<file path="config.mk">
export PLATFORM = sky130hd
export DESIGN_NAME = phy_reset_seq
export DESIGN_NICKNAME = d
export VERILOG_FILES = /design/src/rtl/phy_reset_pkg.sv /design/src/rtl/phy_reset_chan.sv /design/src/rtl/phy_reset_seq.sv
export SDC_FILE = /design/constraint.sdc
export NUM_CORES = 1
export LEC_CHECK = 0
export BUFFER_PORTS_ARGS = -buffer_cell sky130_fd_sc_hd__buf_2
export CAP_MARGIN = 20
export CELL_PAD_IN_SITES_DETAIL_PLACEMENT = 0
export CELL_PAD_IN_SITES_GLOBAL_PLACEMENT = 1
export CORE_ASPECT_RATIO = 0.9
export CORE_UTILIZATION = 43
export DETAILED_ROUTE_END_ITERATION = 12
export PLACE_DENSITY = 0.72
export SLEW_MARGIN = 20
export SYNTH_ARGS = -nofsm -noshare
export SYNTH_HDL_FRONTEND = slang
export SYNTH_HIERARCHICAL = 1
export SYNTH_SLANG_ARGS = --single-unit
</file>
<file path="constraint.sdc">
create_clock -name clk -period 1.9 [get_ports clk]
set_input_delay 0.285 -clock clk [delete_from_list [all_inputs] [get_ports clk]]
set_output_delay 0.285 -clock clk [all_outputs]
set_load 0.03 [all_outputs]
</file>
<file path="src/rtl/phy_reset_pkg.sv">
// +-------------------------------------------------------------------------+
// | phy_reset_pkg : shared FSM state types and default cycle constants      |
// | Revision      : 1.0                                                      |
// +-------------------------------------------------------------------------+
`default_nettype none

package phy_reset_pkg;

  typedef enum logic [2:0] {
    ST_WAIT_LOCK = 3'd0,
    ST_HOLD      = 3'd1,
    ST_STAGGER   = 3'd2,
    ST_SETTLE    = 3'd3,
    ST_RUN       = 3'd4
  } phy_state_e;

  typedef enum logic [1:0] {
    CH_IDLE   = 2'd0,
    CH_HOLD   = 2'd1,
    CH_SETTLE = 2'd2
  } chan_state_e;

  localparam int c_DEF_NUM_CH         = 2;
  localparam int c_DEF_HOLD_CYCLES    = 65535;
  localparam int c_DEF_STAGGER_CYCLES = 256;
  localparam int c_DEF_SETTLE_CYCLES  = 1024;

  function automatic int max3(input int a, input int b, input int c);
    int m;
    m = (a > b) ? a : b;
    return (m > c) ? m : c;
  endfunction

endpackage

`default_nettype wire

</file>
<file path="src/rtl/phy_reset_chan.sv">
// +-------------------------------------------------------------------------+
// | phy_reset_chan : per-channel reset output with soft-reset hold/settle   |
// | Revision       : 1.0                                                     |
// +-------------------------------------------------------------------------+
`default_nettype none

module phy_reset_chan
  import phy_reset_pkg::*;
#(
  parameter int HOLD_CYCLES   = c_DEF_HOLD_CYCLES,
  parameter int SETTLE_CYCLES = c_DEF_SETTLE_CYCLES,
  parameter int CW            = 17
) (
  input  logic clk,
  input  logic rst,
  input  logic i_clr,
  input  logic i_soft,
  input  logic i_release,
  input  logic i_ready_set,
  output logic o_resetn,
  output logic o_ready,
  output logic o_ready_nxt
);

  localparam logic [CW-1:0] c_HOLD_LAST   = CW'(HOLD_CYCLES - 1);
  localparam logic [CW-1:0] c_SETTLE_LAST = CW'(SETTLE_CYCLES - 1);
  localparam logic [CW-1:0] c_ONE         = CW'(1);

  chan_state_e   r_st,     w_st_nxt;
  logic [CW-1:0] r_cnt,    w_cnt_nxt;
  logic          r_resetn, w_resetn_nxt;
  logic          r_ready,  w_ready_nxt;

  always_comb begin
    w_st_nxt     = r_st;
    w_cnt_nxt    = (r_cnt == '1) ? r_cnt : r_cnt + c_ONE;
    w_resetn_nxt = r_resetn;
    w_ready_nxt  = r_ready;
    if (i_clr) begin
      w_st_nxt     = CH_IDLE;
      w_cnt_nxt    = '0;
      w_resetn_nxt = 1'b0;
      w_ready_nxt  = 1'b0;
    end else if (i_soft) begin
      // A request during an ongoing hold or settle restarts the hold.
      w_st_nxt     = CH_HOLD;
      w_cnt_nxt    = '0;
      w_resetn_nxt = 1'b0;
      w_ready_nxt  = 1'b0;
    end else begin
      if (i_release)   w_resetn_nxt = 1'b1;
      if (i_ready_set) w_ready_nxt  = 1'b1;
      case (r_st)
        CH_IDLE: w_cnt_nxt = '0;
        CH_HOLD: begin
          if (r_cnt == c_HOLD_LAST) begin
            w_resetn_nxt = 1'b1;
            w_st_nxt     = CH_SETTLE;
            w_cnt_nxt    = '0;
          end
        end
        CH_SETTLE: begin
          if (r_cnt == c_SETTLE_LAST) begin
            w_ready_nxt = 1'b1;
            w_st_nxt    = CH_IDLE;
            w_cnt_nxt   = '0;
          end
        end
        default: begin
          w_st_nxt  = CH_IDLE;
          w_cnt_nxt = '0;
        end
      endcase
    end
  end

  always_ff @(posedge clk) begin
    if (rst) begin
      r_st     <= CH_IDLE;
      r_cnt    <= '0;
      r_resetn <= 1'b0;
      r_ready  <= 1'b0;
    end else begin
      r_st     <= w_st_nxt;
      r_cnt    <= w_cnt_nxt;
      r_resetn <= w_resetn_nxt;
      r_ready  <= w_ready_nxt;
    end
  end

  assign o_resetn    = r_resetn;
  assign o_ready     = r_ready;
  assign o_ready_nxt = rst ? 1'b0 : w_ready_nxt;

endmodule

`default_nettype wire

</file>
<file path="src/rtl/phy_reset_seq.sv">
// +-------------------------------------------------------------------------+
// | phy_reset_seq : lock-gated, staggered PHY reset release sequencer       |
// | Option        : PHY_RESET_LOCK_LOSS_RESEQ_EN re-sequences on lock loss  |
// | Revision      : 1.0                                                      |
// +-------------------------------------------------------------------------+
`default_nettype none

module phy_reset_seq
  import phy_reset_pkg::*;
#(
  parameter int NUM_CH         = c_DEF_NUM_CH,
  parameter int HOLD_CYCLES    = c_DEF_HOLD_CYCLES,
  parameter int STAGGER_CYCLES = c_DEF_STAGGER_CYCLES,
  parameter int SETTLE_CYCLES  = c_DEF_SETTLE_CYCLES
) (
  input  logic              clk,
  input  logic              rst,
  input  logic              i_locked,
  input  logic [NUM_CH-1:0] i_soft_rst,
  output logic [NUM_CH-1:0] o_phy_resetn,
  output logic [NUM_CH-1:0] o_ready,
  output logic              o_all_ready
);

  localparam int CW  = $clog2(max3(HOLD_CYCLES, STAGGER_CYCLES, SETTLE_CYCLES)) + 1;
  localparam int CHW = (NUM_CH > 1) ? $clog2(NUM_CH) : 1;

  localparam logic [CW-1:0]  c_HOLD_LAST   = CW'(HOLD_CYCLES - 1);
  localparam logic [CW-1:0]  c_STAG_LAST   = CW'(STAGGER_CYCLES - 1);
  localparam logic [CW-1:0]  c_SETTLE_LAST = CW'(SETTLE_CYCLES - 1);
  localparam logic [CW-1:0]  c_ONE         = CW'(1);
  localparam logic [CHW-1:0] c_CH_ONE      = CHW'(1);

  phy_state_e         r_state, w_state_nxt;
  logic [CW-1:0]      r_cnt,   w_cnt_nxt;
  logic [CHW-1:0]     r_ch,    w_ch_nxt;
  logic               w_lock_loss;
  logic [NUM_CH-1:0]  w_rel;
  logic [NUM_CH-1:0]  w_soft;
  logic               w_ready_set;
  logic [NUM_CH-1:0]  w_ready_nxt;
  logic               r_all_ready;

`ifdef PHY_RESET_LOCK_LOSS_RESEQ_EN
  assign w_lock_loss = (r_state != ST_WAIT_LOCK) && !i_locked;
`else
  assign w_lock_loss = 1'b0;
`endif

  always_ff @(posedge clk) begin
    if (rst) begin
      r_state <= ST_WAIT_LOCK;
      r_cnt   <= '0;
      r_ch    <= '0;
    end else begin
      r_state <= w_state_nxt;
      r_cnt   <= w_cnt_nxt;
      r_ch    <= w_ch_nxt;
    end
  end

  always_comb begin
    w_state_nxt = r_state;
    w_cnt_nxt   = (r_cnt == '1) ? r_cnt : r_cnt + c_ONE;
    w_ch_nxt    = r_ch;
    case (r_state)
      ST_WAIT_LOCK: begin
        w_cnt_nxt = '0;
        if (i_locked) w_state_nxt = ST_HOLD;
      end
      ST_HOLD: begin
        if (r_cnt == c_HOLD_LAST) begin
          w_cnt_nxt   = '0;
          w_ch_nxt    = '0;
          // Single-channel builds release their only channel on HOLD exit.
          w_state_nxt = (NUM_CH == 1) ? ST_SETTLE : ST_STAGGER;
        end
      end
      ST_STAGGER: begin
        if (r_cnt == c_STAG_LAST) begin
          w_cnt_nxt = '0;
          w_ch_nxt  = r_ch + c_CH_ONE;
          if (int'(r_ch) + 1 >= NUM_CH - 1) w_state_nxt = ST_SETTLE;
        end
      end
      ST_SETTLE: begin
        if (r_cnt == c_SETTLE_LAST) begin
          w_cnt_nxt   = '0;
          w_state_nxt = ST_RUN;
        end
      end
      ST_RUN:  w_cnt_nxt = '0;
      default: begin
        w_state_nxt = ST_WAIT_LOCK;
        w_cnt_nxt   = '0;
        w_ch_nxt    = '0;
      end
    endcase
    if (w_lock_loss) begin
      w_state_nxt = ST_WAIT_LOCK;
      w_cnt_nxt   = '0;
      w_ch_nxt    = '0;
    end
  end

  always_comb begin
    w_rel       = '0;
    w_ready_set = 1'b0;
    w_soft      = '0;
    if (!w_lock_loss) begin
      if (r_state == ST_HOLD && r_cnt == c_HOLD_LAST) w_rel[0] = 1'b1;
      if (r_state == ST_STAGGER && r_cnt == c_STAG_LAST) begin
        for (int k = 0; k < NUM_CH; k++) begin
          if (k == int'(r_ch) + 1) w_rel[k] = 1'b1;
        end
      end
      w_ready_set = (r_state == ST_SETTLE) && (r_cnt == c_SETTLE_LAST);
      w_soft      = i_soft_rst & {NUM_CH{r_state == ST_RUN}};
    end
  end

  generate
    for (genvar gi = 0; gi < NUM_CH; gi++) begin : g_chan
      phy_reset_chan #(
        .HOLD_CYCLES   (HOLD_CYCLES),
        .SETTLE_CYCLES (SETTLE_CYCLES),
        .CW            (CW)
      ) u_chan (
        .clk         (clk),
        .rst         (rst),
        .i_clr       (w_lock_loss),
        .i_soft      (w_soft[gi]),
        .i_release   (w_rel[gi]),
        .i_ready_set (w_ready_set),
        .o_resetn    (o_phy_resetn[gi]),
        .o_ready     (o_ready[gi]),
        .o_ready_nxt (w_ready_nxt[gi])
      );
    end
  endgenerate

  // Built from next-cycle ready bits so it falls together with any o_ready.
  always_ff @(posedge clk) begin
    if (rst) r_all_ready <= 1'b0;
    else     r_all_ready <= &w_ready_nxt;
  end

  assign o_all_ready = r_all_ready;

endmodule

`default_nettype wire

</file>
==> impl_summary.txt <==
----------------------------------------------------
[GRT]
  Total Routing Usage GR ... 19.6%
  Initial antenna violation count ... 0
  First-pass GRT wire length ... 13.5 mm
  Vias in the first global route ... around 2.8k
  Maximum number of pins on one net before global-route repair ... 18
  Remaining Overflow, GRT ... 0

[Drt]
  Total routed wirelength ... 7.79 mm
  Pre-antenna DRT Iters ... 4
  Vias per std cell ... 5.38
  Count of vias placed by the detailed router ... 2964
  Routed wire per std cell ... 14.1 µm
  Antenna violation net count after detailed routing ... 0
  DR iter-0 viols ... 112
  Residual DRC ... 0

[Synth]
  Top-area cell type share of the netlist area ... 35.7%
  Post-synth EDFFs ... 0
  Top cells by count, synth ... sky130_fd_sc_hd__dfxtp_1, sky130_fd_sc_hd__nor2_1, sky130_fd_sc_hd__nand2_1
  Number of flip-flops and latches in the synthesized netlist ... 64
  Proportion of synthesized chip area in sequential cells ... roughly 36%
  Cell type with the highest aggregate area in the netlist ... sky130_fd_sc_hd__dfxtp_1
  Share of synthesized flip-flops with an asynchronous set or reset ... 0%
  Netlist area before placement ... 0.00359 mm²
  Top cells by area in the synthesized netlist ... sky130_fd_sc_hd__dfxtp_1, sky130_fd_sc_hd__xnor2_1, sky130_fd_sc_hd__nor2_1, sky130_fd_sc_hd__ha_1, sky130_fd_sc_hd__nor2_2
  Number of different library cells in the post-synthesis netlist ... 54
  Instance count of the mapped netlist ... 410
  Count leader, synth ... sky130_fd_sc_hd__dfxtp_1
  Most common flop cell mapped by yosys ... sky130_fd_sc_hd__dfxtp_1
  Average cell area after synthesis ... 8.76 µm²
  Yosys warning total ... 6

[Setup path]
  Endpoint required time on the critical path ... 2.18 ns
  Critical path class ... reg2reg
  Critical path startpoint category ... flip-flop
  List of cells traversed by the critical path ... or4_4, nor4_4, a21boi_2, nor3_1, mux2i_1
  Cell family with the largest share of critical-path delay ... simple AND/OR/NAND/NOR gates
  Arr. time, crit path ... between 2 and 2.5 ns
  Crit. End Element ... flip-flop
  Max stage delay on crit path ... 0.54 ns
  Highest-delay cell along the critical path ... sky130_fd_sc_hd__or4_4
  Biggest fanout along the worst timing path ... 2
  Bufs and invs on worst path ... 0

[Timing]
  Worst Clk Skew ... 0.0125 ns
  Hold Fails Final Rpt ... 0
  Fmax ... between 500 and 600 MHz
  Setup repair after global routing missed its margin ... true
  Final Critical Period ... 1.79 ns
  Final setup violating endpoints ... 0
  Fin crit share ... 94.3%
  Pins over their slew limit ... 0
  Hold slack ... 0.218 ns

[Finish]
  Number of antenna cells inserted ... 0
  Number of fill cells ... 767
  Final core utilization ... between 50% and 60%
  Final std cell area, no fill ... 0.00416 mm²
  Fraction of final layout cells sized beyond drive strength 1 ... 25.4%
  Relative area change from synthesis to final layout ... 15.9%
  Total number of nets in the final design ... roughly 460

[Floorplanning]
  Die area ... 0.00872 mm²
  Die span in y ... 88.7 µm
  Floorplan die width ... 98.3 µm
  Number of standard-cell rows in the floorplan ... 31
  I/O pin count ... 10
  Initial Utilization ... 44.5%
  Core area ... 0.00807 mm²

[Pwr]
  Power per cell area ... between 600 and 700 mW/mm²
  Sw Pwr ... 0.623 mW
  Cell leakage power ... 1.40 nW
  Power Internal ... 2.11 mW
  Total design power ... 2.73 mW
  Comb pwr share ... 4.0%
  Clock network fraction of design power ... 46.3%
  Sequential cell fraction of total power ... between 40% and 50%
  Fraction of power spent switching nets ... 22.8%
  Worst vdd ir ... 0.000385 V

[Clock network]
  Total clock buffers created by CTS ... 9
  Clock Tree Root ... sky130_fd_sc_hd__clkbuf_8
  H-Tree Depth ... 3
  Buffers from clock root to sink, at most ... 2
  TritonCTS clock tree ... built
  CTS sink count ... 64
  Latest clock arrival within the worst-skew pair ... approximately 0.35 ns
  Clock-pin slew on the worst setup and hold paths ... 0.08 ns

[Placement]
  Count of input and output buffers ... 9
  Final weighted congestion of routability-driven global placement ... 0.789
  Placed wire-length estimate after detailed placement ... roughly 5.4 mm
  Post-DP Area ... 0.00391 mm²

[Outcome]
  Outcome ... finished clean

[Flow run]
  Number of maximum-capacitance violations ... 0

[Min path]
  Worst min-delay path category ... in2reg

----------------------------------------------------
## sequential cells by signal (all words and copies together), names as in the netlist
signal                  flops
o_all_ready                 1
r_state                     3
g_chan.u_chan/r_st          4
g_chan.u_chan/r_cnt        34
r_ch                        1
r_cnt                      17
g_chan.u_chan/o_resetn      2
g_chan.u_chan/o_ready       2
## area by class of cell
| type | count | area, µm² | share of cell area, % |
|---|---|---|---|
| Tap cell | 99 | 124 | 2.98 |
| Multi-Input combinational cell | 319 | 2170 | 52.2 |
| Timing Repair Buffer | 41 | 323 | 7.76 |
| Inverter | 12 | 45.0 | 1.08 |
| Sequential cell | 64 | 1280 | 30.8 |
| Clock buffer | 12 | 165 | 3.97 |
| Clock inverter | 4 | 51.3 | 1.23 |
## power groups by stage
stage | Clock [mW] | Combinational [mW] | Sequential [mW]
6_report | 1.26 | 0.110 | 1.36
3_3_place_gp | 0 | 0.110 | 1.39
2_1_floorplan | 0 | 0.0730 | 1.39
3_5_place_dp | 0 | 0.111 | 1.39
4_1_cts | 1.31 | 0.110 | 1.36
5_1_grt | 1.36 | 0.124 | 1.36
## timing repair
action | 4_1_cts | 5_1_grt
setup buffers | 0 | 0
hold buffers | 0 | 0
setup endpoints to repair | 0 | 20
gates resized for setup | 0 | 8
## cell usage in the layout, fill, tap and decap left out, drive strengths merged, types with 2 or more instances in the layout
master	n
and4b	2
or2	2
nor2	66
and3	10
nor4	8
a21boi	6
and4	8
ha	12
buf	41
a211oi	14
dfxtp	64
xnor2	25
or3	4
a31oi	10
inv	12
nand4	19
clkbuf	12
clkinv	2
nand3	13
a21oi	19
a311oi	4
conb	4
o21ai	6
xor2	11
and2	5
mux2i	2
o31ai	2
or4	3
o211ai	4
nand2	31
o2111ai	3
nor3	21
## metal layers
metal | vias up | track usage (%) | routed length, µm
met2 | 47 | 30.2 | 3290
li1 | 1547 | - | -
met3 | 7 | 4.74 | 294
met1 | 1363 | 26.7 | 4090
met4 | 0 | 7.33 | 116
met5 | - | 0 | 0
## cell families (layout without fill, tap and decap cells)
kind of cell / after synthesis / count (layout) / share of synthesized area (%)
compound gates: 70 / 70 / 14.4
flops: 64 / 64 / 35.7
simple gates: 195 / 195 / 31.2
xor+xnor: 36 / 36 / 8.78
buf+inv: 30 / 69 / 5.09
fa+ha+maj: 12 / 12 / 4.18
mux: 2 / 2 / 0.558
other cells: 1 / 4 / 0.104
## stage by stage
step           std cells  setup TNS, ns  setup slack, ns
2_1_floorplan        413              0           0.0961
3_3_place_gp         535              0            0.102
3_5_place_dp         535              0           0.0672
4_1_cts              551              0           0.0194
5_1_grt              551       -0.00216         -0.00216
6_report             551              0            0.108
## worst paths after layout
path	start	endpoint	slack (ns)	depth (start not counted)
setup reg to reg	g_chan[1].u_chan/r_cnt[16]$_SDFF_PP0_	g_chan[1].u_chan/r_st[1]$_SDFFE_PP0P_	0.11	5
hold / removal	rst	r_state[2]$_SDFFE_PP0P_	0.22	2
hold reg to reg	g_chan[0].u_chan/r_st[1]$_SDFFE_PP0P_	g_chan[0].u_chan/r_st[1]$_SDFFE_PP0P_	0.49	2
setup / recovery	g_chan[1].u_chan/r_cnt[16]$_SDFF_PP0_	g_chan[1].u_chan/r_st[1]$_SDFFE_PP0P_	0.11	5
(Power assumes the default switching activity.)
